--- config.mk ---
export PLATFORM = sky130hd
export DESIGN_NAME = fb_write_scheduler
export DESIGN_NICKNAME = d
export VERILOG_FILES = /design/src/rtl/fb_write_scheduler.sv
export SDC_FILE = /design/constraint.sdc
export NUM_CORES = 1
export LEC_CHECK = 0
export CAP_MARGIN = 15
export CORE_MARGIN = 5
export CORE_UTILIZATION = 46
export DETAILED_ROUTE_END_ITERATION = 8
export MAX_ROUTING_LAYER = met4
export PLACE_DENSITY = 0.87
export SETUP_SLACK_MARGIN = 0.5
export SLEW_MARGIN = 20
export SYNTH_ARGS = -nofsm -noshare
export SYNTH_HDL_FRONTEND = slang
export SYNTH_SLANG_ARGS = --single-unit
export TNS_END_PERCENT = 100
--- constraint.sdc ---
create_clock -name clk -period 2.9 [get_ports clk]
set_input_delay 0.435 -clock clk [delete_from_list [all_inputs] [get_ports clk]]
set_output_delay 0.435 -clock clk [all_outputs]
set_load 0.005 [all_outputs]
--- src/rtl/fb_write_scheduler.sv ---
// fb_write_scheduler
//   Sole owner of the frame-buffer write port and of buffer_select. Merges
//   single host writes (via a one-entry hold register) with a constant-colour
//   fill engine, at most one write per cycle. Front/back swaps are sequenced
//   so that the toggle only lands once the fill is idle and no host write is
//   pending.
//
// Ports
//   clk, rst            clk100 and asynchronous active-high reset
//   host_wr/addr/data   host write strobe and payload
//   host_busy           hold register occupied
//   host_drop           pulse: host write lost to a full hold register
//   fill_start/base/len/color  fill request and its parameters
//   fill_busy/fill_done fill engine active / completion pulse
//   swap_req            buffer swap request
//   swap_busy/swap_done swap sequence active / completion pulse
//   buffer_current      displayed buffer (already in clk domain)
//   buffer_select       requested display buffer
//   wr/wr_addr/wr_data  registered frame-buffer write port
module fb_write_scheduler #(
  parameter int unsigned ADDR_W = 14,
  parameter int unsigned DATA_W = 12,
  parameter int unsigned LEN_W  = 15
) (
  input  logic              clk,
  input  logic              rst,
  input  logic              host_wr,
  input  logic [ADDR_W-1:0] host_addr,
  input  logic [DATA_W-1:0] host_data,
  output logic              host_busy,
  output logic              host_drop,
  input  logic              fill_start,
  input  logic [ADDR_W-1:0] fill_base,
  input  logic [LEN_W-1:0]  fill_len,
  input  logic [DATA_W-1:0] fill_color,
  output logic              fill_busy,
  output logic              fill_done,
  input  logic              swap_req,
  output logic              swap_busy,
  output logic              swap_done,
  input  logic              buffer_current,
  output logic              buffer_select,
  output logic              wr,
  output logic [ADDR_W-1:0] wr_addr,
  output logic [DATA_W-1:0] wr_data
);

  typedef enum logic [1:0] {FILL_IDLE, FILL_RUN, FILL_DONE} fill_state_e;
  typedef enum logic [1:0] {SWAP_IDLE, SWAP_DRAIN, SWAP_TOGGLE, SWAP_WAIT} swap_state_e;

  fill_state_e       fill_state_q, fill_state_d;
  swap_state_e       swap_state_q, swap_state_d;

  logic              hold_valid_q, hold_valid_d;
  logic [ADDR_W-1:0] hold_addr_q, hold_addr_d;
  logic [DATA_W-1:0] hold_data_q, hold_data_d;
  logic              host_drop_q, host_drop_d;

  logic [ADDR_W-1:0] cur_addr_q, cur_addr_d;
  logic [LEN_W-1:0]  remaining_q, remaining_d;
  logic [DATA_W-1:0] color_q, color_d;
  logic              fill_done_q, fill_done_d;

  logic              buffer_select_q, buffer_select_d;
  logic              swap_done_q, swap_done_d;

  logic              prio_host_q, prio_host_d;

  logic              wr_q, wr_d;
  logic [ADDR_W-1:0] wr_addr_q, wr_addr_d;
  logic [DATA_W-1:0] wr_data_q, wr_data_d;

  logic              req_host, req_fill;
  logic              grant_host, grant_fill;

  // Arbitration: on contention the side not served last wins. Any cycle
  // without a host grant hands priority back to the host, so after idle or a
  // fill-only stretch the host goes first.
  always_comb begin
    req_host    = hold_valid_q;
    req_fill    = (fill_state_q == FILL_RUN);
    grant_host  = req_host && (!req_fill || prio_host_q);
    grant_fill  = req_fill && !grant_host;
    prio_host_d = !grant_host;

    wr_d      = grant_host || grant_fill;
    wr_addr_d = wr_addr_q;
    wr_data_d = wr_data_q;
    if (grant_host) begin
      wr_addr_d = hold_addr_q;
      wr_data_d = hold_data_q;
    end else if (grant_fill) begin
      wr_addr_d = cur_addr_q;
      wr_data_d = color_q;
    end
  end

  // Host hold register; a write arriving while the held entry is being
  // granted refills the register in the same cycle.
  always_comb begin
    hold_valid_d = hold_valid_q;
    hold_addr_d  = hold_addr_q;
    hold_data_d  = hold_data_q;
    host_drop_d  = host_wr && hold_valid_q && !grant_host;
    if (host_wr && (!hold_valid_q || grant_host)) begin
      hold_valid_d = 1'b1;
      hold_addr_d  = host_addr;
      hold_data_d  = host_data;
    end else if (grant_host) begin
      hold_valid_d = 1'b0;
    end
  end

  // Fill engine
  always_comb begin
    fill_state_d = fill_state_q;
    cur_addr_d   = cur_addr_q;
    remaining_d  = remaining_q;
    color_d      = color_q;
    fill_done_d  = (fill_state_q == FILL_DONE);
    case (fill_state_q)
      FILL_IDLE: begin
        if (fill_start && (swap_state_q != SWAP_DRAIN)) begin
          if (fill_len == '0) begin
            fill_state_d = FILL_DONE;
          end else begin
            cur_addr_d   = fill_base;
            remaining_d  = fill_len;
            color_d      = fill_color;
            fill_state_d = FILL_RUN;
          end
        end
      end
      FILL_RUN: begin
        if (grant_fill) begin
          cur_addr_d  = cur_addr_q + ADDR_W'(1);
          remaining_d = remaining_q - LEN_W'(1);
          if (remaining_q == LEN_W'(1)) begin
            fill_state_d = FILL_DONE;
          end
        end
      end
      FILL_DONE: fill_state_d = FILL_IDLE;
      default:   fill_state_d = FILL_IDLE;
    endcase
  end

  // Swap sequencer
  always_comb begin
    swap_state_d    = swap_state_q;
    buffer_select_d = buffer_select_q;
    swap_done_d     = 1'b0;
    case (swap_state_q)
      SWAP_IDLE: begin
        if (swap_req) swap_state_d = SWAP_DRAIN;
      end
      SWAP_DRAIN: begin
        if (!hold_valid_q && (fill_state_q == FILL_IDLE)) swap_state_d = SWAP_TOGGLE;
      end
      SWAP_TOGGLE: begin
        buffer_select_d = ~buffer_select_q;
        swap_state_d    = SWAP_WAIT;
      end
      SWAP_WAIT: begin
        if (buffer_current == buffer_select_q) begin
          swap_done_d  = 1'b1;
          swap_state_d = SWAP_IDLE;
        end
      end
      default: swap_state_d = SWAP_IDLE;
    endcase
  end

  always_ff @(posedge clk or posedge rst) begin
    if (rst) begin
      fill_state_q    <= FILL_IDLE;
      swap_state_q    <= SWAP_IDLE;
      hold_valid_q    <= 1'b0;
      hold_addr_q     <= '0;
      hold_data_q     <= '0;
      host_drop_q     <= 1'b0;
      cur_addr_q      <= '0;
      remaining_q     <= '0;
      color_q         <= '0;
      fill_done_q     <= 1'b0;
      buffer_select_q <= 1'b0;
      swap_done_q     <= 1'b0;
      prio_host_q     <= 1'b1;
      wr_q            <= 1'b0;
      wr_addr_q       <= '0;
      wr_data_q       <= '0;
    end else begin
      fill_state_q    <= fill_state_d;
      swap_state_q    <= swap_state_d;
      hold_valid_q    <= hold_valid_d;
      hold_addr_q     <= hold_addr_d;
      hold_data_q     <= hold_data_d;
      host_drop_q     <= host_drop_d;
      cur_addr_q      <= cur_addr_d;
      remaining_q     <= remaining_d;
      color_q         <= color_d;
      fill_done_q     <= fill_done_d;
      buffer_select_q <= buffer_select_d;
      swap_done_q     <= swap_done_d;
      prio_host_q     <= prio_host_d;
      wr_q            <= wr_d;
      wr_addr_q       <= wr_addr_d;
      wr_data_q       <= wr_data_d;
    end
  end

  assign host_busy     = hold_valid_q;
  assign host_drop     = host_drop_q;
  assign fill_busy     = (fill_state_q != FILL_IDLE);
  assign fill_done     = fill_done_q;
  assign swap_busy     = (swap_state_q != SWAP_IDLE);
  assign swap_done     = swap_done_q;
  assign buffer_select = buffer_select_q;
  assign wr            = wr_q;
  assign wr_addr       = wr_addr_q;
  assign wr_data       = wr_data_q;

endmodule

==> reports/metrics.csv, run 1 <==
metric;value;unit
status;finished clean;
clkPwrFrac;16.9;%
cellLeakagePower;0.002751;uW
numCtsBuffers;9;
clock_sinks;104;
slew_viol_final;0;
fp-row-count;38;
skew;14.28;ps
rrSetupSlack;730;ps
drtPass1Iterations;4;
cts_tree;built;
powerDensity;1000;nW/um^2
grt.total_usage;20.32;%
power.total;6558;uW
gr-total-overflow;0;
final_cell_count_no_fill;725;
irDropWorstVdd;0.4521;mV
diodes;0;
vias;4056;
htreeDepth;3;
p_sw_share;36.69;%
ys.flop_type;dfrtp_1;
critPathCapture;remaining_q[12];
clkTransAtPathRegs;110;ps
layout_min_cycle_time;2175;ps
final_nets;661;
synthToLayoutAreaGrowth;28.58;%
max_stage_delay;430;ps
synth_top_area_cell;dfrtp_1;
async_flop_share;100.0;%
period_share;74.99;%
coreArea;10840;um^2
place_inst;709;
worstPathMaxFanout;5;
vias_per_cell;5.594;
worstPathRequired;3180;ps
final_layout_size_suffix_gt1_share;14.87;%
max_freq;0.4598;GHz
cpMaxStageDelayCell;dfrtp_1;
netlist_area;5100;um^2
yosysWarnings;0;
r2r_cells;7;
syn_inst;478;
cts_root_buf;clkbuf_8;
p_seq_share;40.5;%
yosys.cell_types.count;59;
switchingPower;2406;uW
intPower;4152;uW
antenna_found_initial;0;
yosysTopAreaCellShare;50.54;%
ant_nets;0;
seq_area_frac_synth;51.05;%
layout_commonest_cell;clkdlybuf4s50_1;
ctsResizeCount;0;
p_comb_share;42.6;%
holdCritPathClass;in2async;
place_congestion;0.8828;
r2r_end;remaining_q[12];
worst_pin_slew;686.2;ps
routed_wirelength;12640;um
cp-startpoint;remaining_q[0];
synth_area_leaders;dfrtp_1, mux2_2, a21oi_1, mux2i_1, nor2_1;
drcViolationCount;0;
port_buffers;106;
die_area;13290;um^2
setup_tns;0;ps
startpoint_type;flop;
initialDrtViolationCount;422;
yosys_register_bits;104;
hold_buffers;0;
postCtsSetupBuffers;0;
grt_max_degree;46;
worstSetupPathType;reg2reg;
grt_pass1_wl;20820;um
synth-edff-count;0;
reg2reg_from;remaining_q[0];
finalHoldViolCount;0;
io_pins;107;
crit_path_end_kind;flop;
avgRoutedWirePerCell;17.44;um
crit_arrival;2450;ps
clockBufferDepth;2;
die-height;115.3;um
grt_pass1_vias;4266;
synth.avg_cell_area;10.67;um^2
die_w;115.3;um
dpl.hpwl;9121;um
setup_violations;0;
clk_latency;370;ps
rsz0062_at_grt;false;
final_cell_mix;clkdlybuf4s50_1, dfrtp_1, a21oi_1, nor2_1, mux2_2;
syn_nets;559;
max_slew_margin;54.15;%
start_util;47.05;%
crit_chain;inv_1 > ha_1 > nor4b_2 > nand3_1 > or3_1 > a21oi_1 > a2bb2oi_1;
drv_cap;0;
power groups by stage:
stage | logic [uW] | registers [uW] | clock network (uW)
floorplan | 1880 | 2540 | 0
finish | 2790 | 2660 | 1110
global route | 3100 | 2750 | 1190
CTS | 2820 | 2660 | 1130
global placement | 2700 | 2650 | 0
detailed placement | 2810 | 2680 | 0
Yosys cell counts, types with 2 or more instances:
library cell	number
clkbuf_1	12
a31oi_1	6
and3_1	2
nand4_1	6
o32ai_1	3
inv_1	11
dfrtp_1	103
or3_1	3
nor2_1	53
and4_1	2
a21oi_1	64
buf_4	7
buf_6	2
o31ai_1	4
or2_2	2
nand3_1	10
nor4_1	3
ha_1	8
a211oi_1	3
nand2b_1	6
nor3_1	6
mux2i_1	26
o21ai_0	17
o22ai_1	4
nor4_2	5
nor2b_1	2
or4_1	2
o22a_1	6
buf_2	5
mux2_2	37
xor2_1	2
nand2_1	28
a2bb2oi_1	2
cell families (layout without fill, tap and decap cells):
family,Yosys count,in the layout,share of synthesized area [%]
simple gates,141,141,14.62
compound gates,122,122,14.87
flops,104,104,51.06
mux,64,64,13.49
buf+inv,37,144,3.655
fa+ha+maj,8,8,1.963
xor+xnor,2,2,0.3435
how the worst min path moves through the flow:
stage                     slack (ps)  depth (start not counted)           start              end
after CTS                        520                          2             rst  hold_data_q[11]
after detailed placement         490                          1      color_q[5]       color_q[5]
after floorplan                  460                          1      color_q[5]       color_q[5]
after global routing             520                          1  hold_addr_q[4]   hold_addr_q[4]
final                            510                          2             rst  hold_data_q[11]
after global placement           480                          1      color_q[5]       color_q[5]
state kept, by name, indices dropped and copies added, names as in the netlist:
name           cells
prio_host_q        1
wr                 1
wr_addr           14
fill_done          1
host_drop          1
swap_done          1
wr_data           12
hold_addr_q       14
buffer_select      1
swap_state_q       2
host_busy          1
cur_addr_q        14
remaining_q       15
hold_data_q       12
color_q           12
fill_state_q       2
worst max-delay path: cells and delay by family (launching register included):
family,cells,cell delay [ps]
AO/OA/AOI/OAI,2,320
flip-flops,1,430
AND/OR/NAND/NOR,3,1000
adder cells (fa/ha/maj),1,210
buffers and inverters,1,110
metrics by stage:
stage	setup slack [ps]	hold slack, ps	utilization, %	area, um^2
after floorplan	1083	464.0	-	5104
after global placement	445.0	476.2	58.17	6306
after detailed placement	400.6	487.5	58.17	6306
after CTS	735.4	516.3	60.49	6558
after global routing	555.2	524.4	60.49	6558
final	725.3	510.7	60.49	6558
layer usage:
metal	part of all wire, %	global-route usage (%)
met1	44	25.33
met2	49	32.56
met3	5.2	5.000
met4	1.9	6.651
met5	0	-
cell type report:
class / count / area [um^2]
fill: 914 / 4283
sequential: 104 / 2604
multi-input combinational: 337 / 2326
timing repair buffer: 117 / 1156
tap: 140 / 175.2
clock buffer: 10 / 137.6
clock inverter: 6 / 113.9
inverter: 11 / 45.04
Power figures use the tool's default switching activity.
==> run 2: changes to the inputs <==
==> constraint.sdc (replaced) <==
create_clock -name clk -period 2 [get_ports clk]
set_input_delay 0.3 -clock clk [delete_from_list [all_inputs] [get_ports clk]]
set_output_delay 0.3 -clock clk [all_outputs]
set_load 0.005 [all_outputs]
==> run 2 against run 1 <==
Compared with the run above: final cell count up 11%; setup slack worse by 650 ps; non-clock buffer count up 74; largest power group unchanged; fmax up 13%; core utilization up 12 points; sequential cell count unchanged; hold slack worse by 210 ps; clock power up 18%; first-iteration DRC count down 2.6%; power up 79%.
==> reports/metrics.csv, run 2 (synthesized netlist as in run 1, its figures left out) <==
metric;value;unit
antenna_found_initial;0;
coreArea;10840;um^2
cts_tree;built;
grt_pass1_wl;24500;um
diodes;0;
slew_viol_final;0;
seqCellArea;2606;um^2
cts_root_buf;clkbuf_8;
whs;304.5;ps
numCtsBuffers;9;
grt_max_degree;34;
worstSetupPathType;reg2reg;
vias;4709;
skew;15.25;ps
crit_path_end_kind;flop;
io_pins;107;
multi_input_area;2855;um^2
startpoint_type;flop;
max_slew_margin;43.31;%
die_w;115.3;um
cpMaxStageDelayCell;dfrtp_1;
rsz0062_at_grt;true;
synthToLayoutAreaGrowth;54.69;%
start_util;47.05;%
setup_ws;77.17;ps
cp_num_buf_inv;3;
dpl.hpwl;9594;um
hold_buffers;0;
clock_sinks;104;
max_freq;0.5201;GHz
drv_cap;0;
htreeDepth;3;
largest_reg_flops;15;
worstPathRequired;2300;ps
place_congestion;0.9171;
drtPass1Iterations;5;
irDropWorstVdd;0.6920;mV
crit_chain;buf_6 > ha_4 > nor4b_4 > a21o_4 > o31ai_4 > buf_6 > buf_16 > a21oi_2 > a2bb2oi_1;
final_layout_size_suffix_gt1_share;34.24;%
drcViolationCount;0;
finalHoldViolCount;0;
avgRoutedWirePerCell;20.26;um
layout_min_cycle_time;1923;ps
powerDensity;1490;nW/um^2
vias_per_cell;5.864;
routed_wirelength;16270;um
power.total;11750;uW
worstPathMaxFanout;5;
regMostFlops;remaining_q;
clk_latency;370;ps
grt.total_usage;24.22;%
clockBufferDepth;2;
fp-row-count;38;
cellLeakagePower;0.003504;uW
period_share;96.14;%
setup_violations;0;
initialDrtViolationCount;411;
port_buffers;106;
clkTransAtPathRegs;120;ps
status;finished clean;
max_stage_delay;420;ps
fillers;689;
pre_cts_slack;-307.1;ps
final_cell_mix;dfrtp_1, clkdlybuf4s50_1, nor2_1, buf_4, dlygate4sd2_1;
holdCritPathClass;in2async;
final_nets;739;
crit_top_cell;buf_6;
layout_commonest_cell;dfrtp_1;
gr-total-overflow;0;
die_area;13290;um^2
grt_pass1_vias;4776;
crit_family;compound AO/OA/AOI/OAI gates;
crit_arrival;2220;ps
ant_nets;0;
worst_pin_slew;847.6;ps
die-height;115.3;um
run 2: cell types whose count changed in the layout (fill, tap and decap cells not counted), sizes merged:
cell           before  now
inv                11   13
clkdlybuf4s15       0    4
clkinvlp            3    2
clkbuf             10   12
clkdlybuf4s50     106   60
nand2              29   32
o31a                1    2
clkinv              0    3
bufinv              3    0
dlygate4sd2         0   40
buf                11   84
run 2: worst paths after layout:
kind                       slack [ps]               to       startpoint  depth (start not counted)
max                                80  remaining_q[12]  swap_state_q[0]                          9
min                               300   remaining_q[8]              rst                          2
max reg2reg                        80  remaining_q[12]  swap_state_q[0]                          9
min reg2reg                       520      color_q[10]      color_q[10]                          1
max in group asynchronous        1160   hold_addr_q[0]              rst                          3
min in group clk                  440   remaining_q[6]      fill_len[6]                          3
run 2: metrics by stage:
step           TNS [ps]  util [%]  cell area (um^2)  instances
3_5_place_dp      -9312     62.07              6729        730
2_1_floorplan         0         -              5344        478
3_3_place_gp      -6578     62.07              6729        730
4_1_cts               0     69.59              7543        788
5_1_grt               0     72.77              7889        803
6_report              0     72.77              7889        803
run 2: metal layers:
layer / track usage, % / up-vias / wire (um)
met4: 8.372 / 0 / 452
met5: - / - / 0
met3: 4.421 / 48 / 1034
met1: 29.89 / 2343 / 6551
li1: - / 2105 / -
met2: 40.12 / 213 / 8233
run 2: timing repair:
item	in CTS	in global routing
pin swaps	13	16
resized for setup	101	56
endpoints found under the setup margin	129	99
buffers inserted	34	13
cloned	8	2
run 2: area by class of cell:
type                    instances  share of cell area, %
flip-flops and latches        104                  33.04
inverters                      11                 0.5710
clock inverters                 7                 0.9199
clock buffers                   9                  1.570
well taps                     140                  2.220
repair buffers                191                  25.49
multi-input cells             341                  36.19
run 2: where the power goes:
part	internal [uW]	switching [uW]
combinational	3520	2970
sequential	3060	890
clock	490	816
total	7070	4680
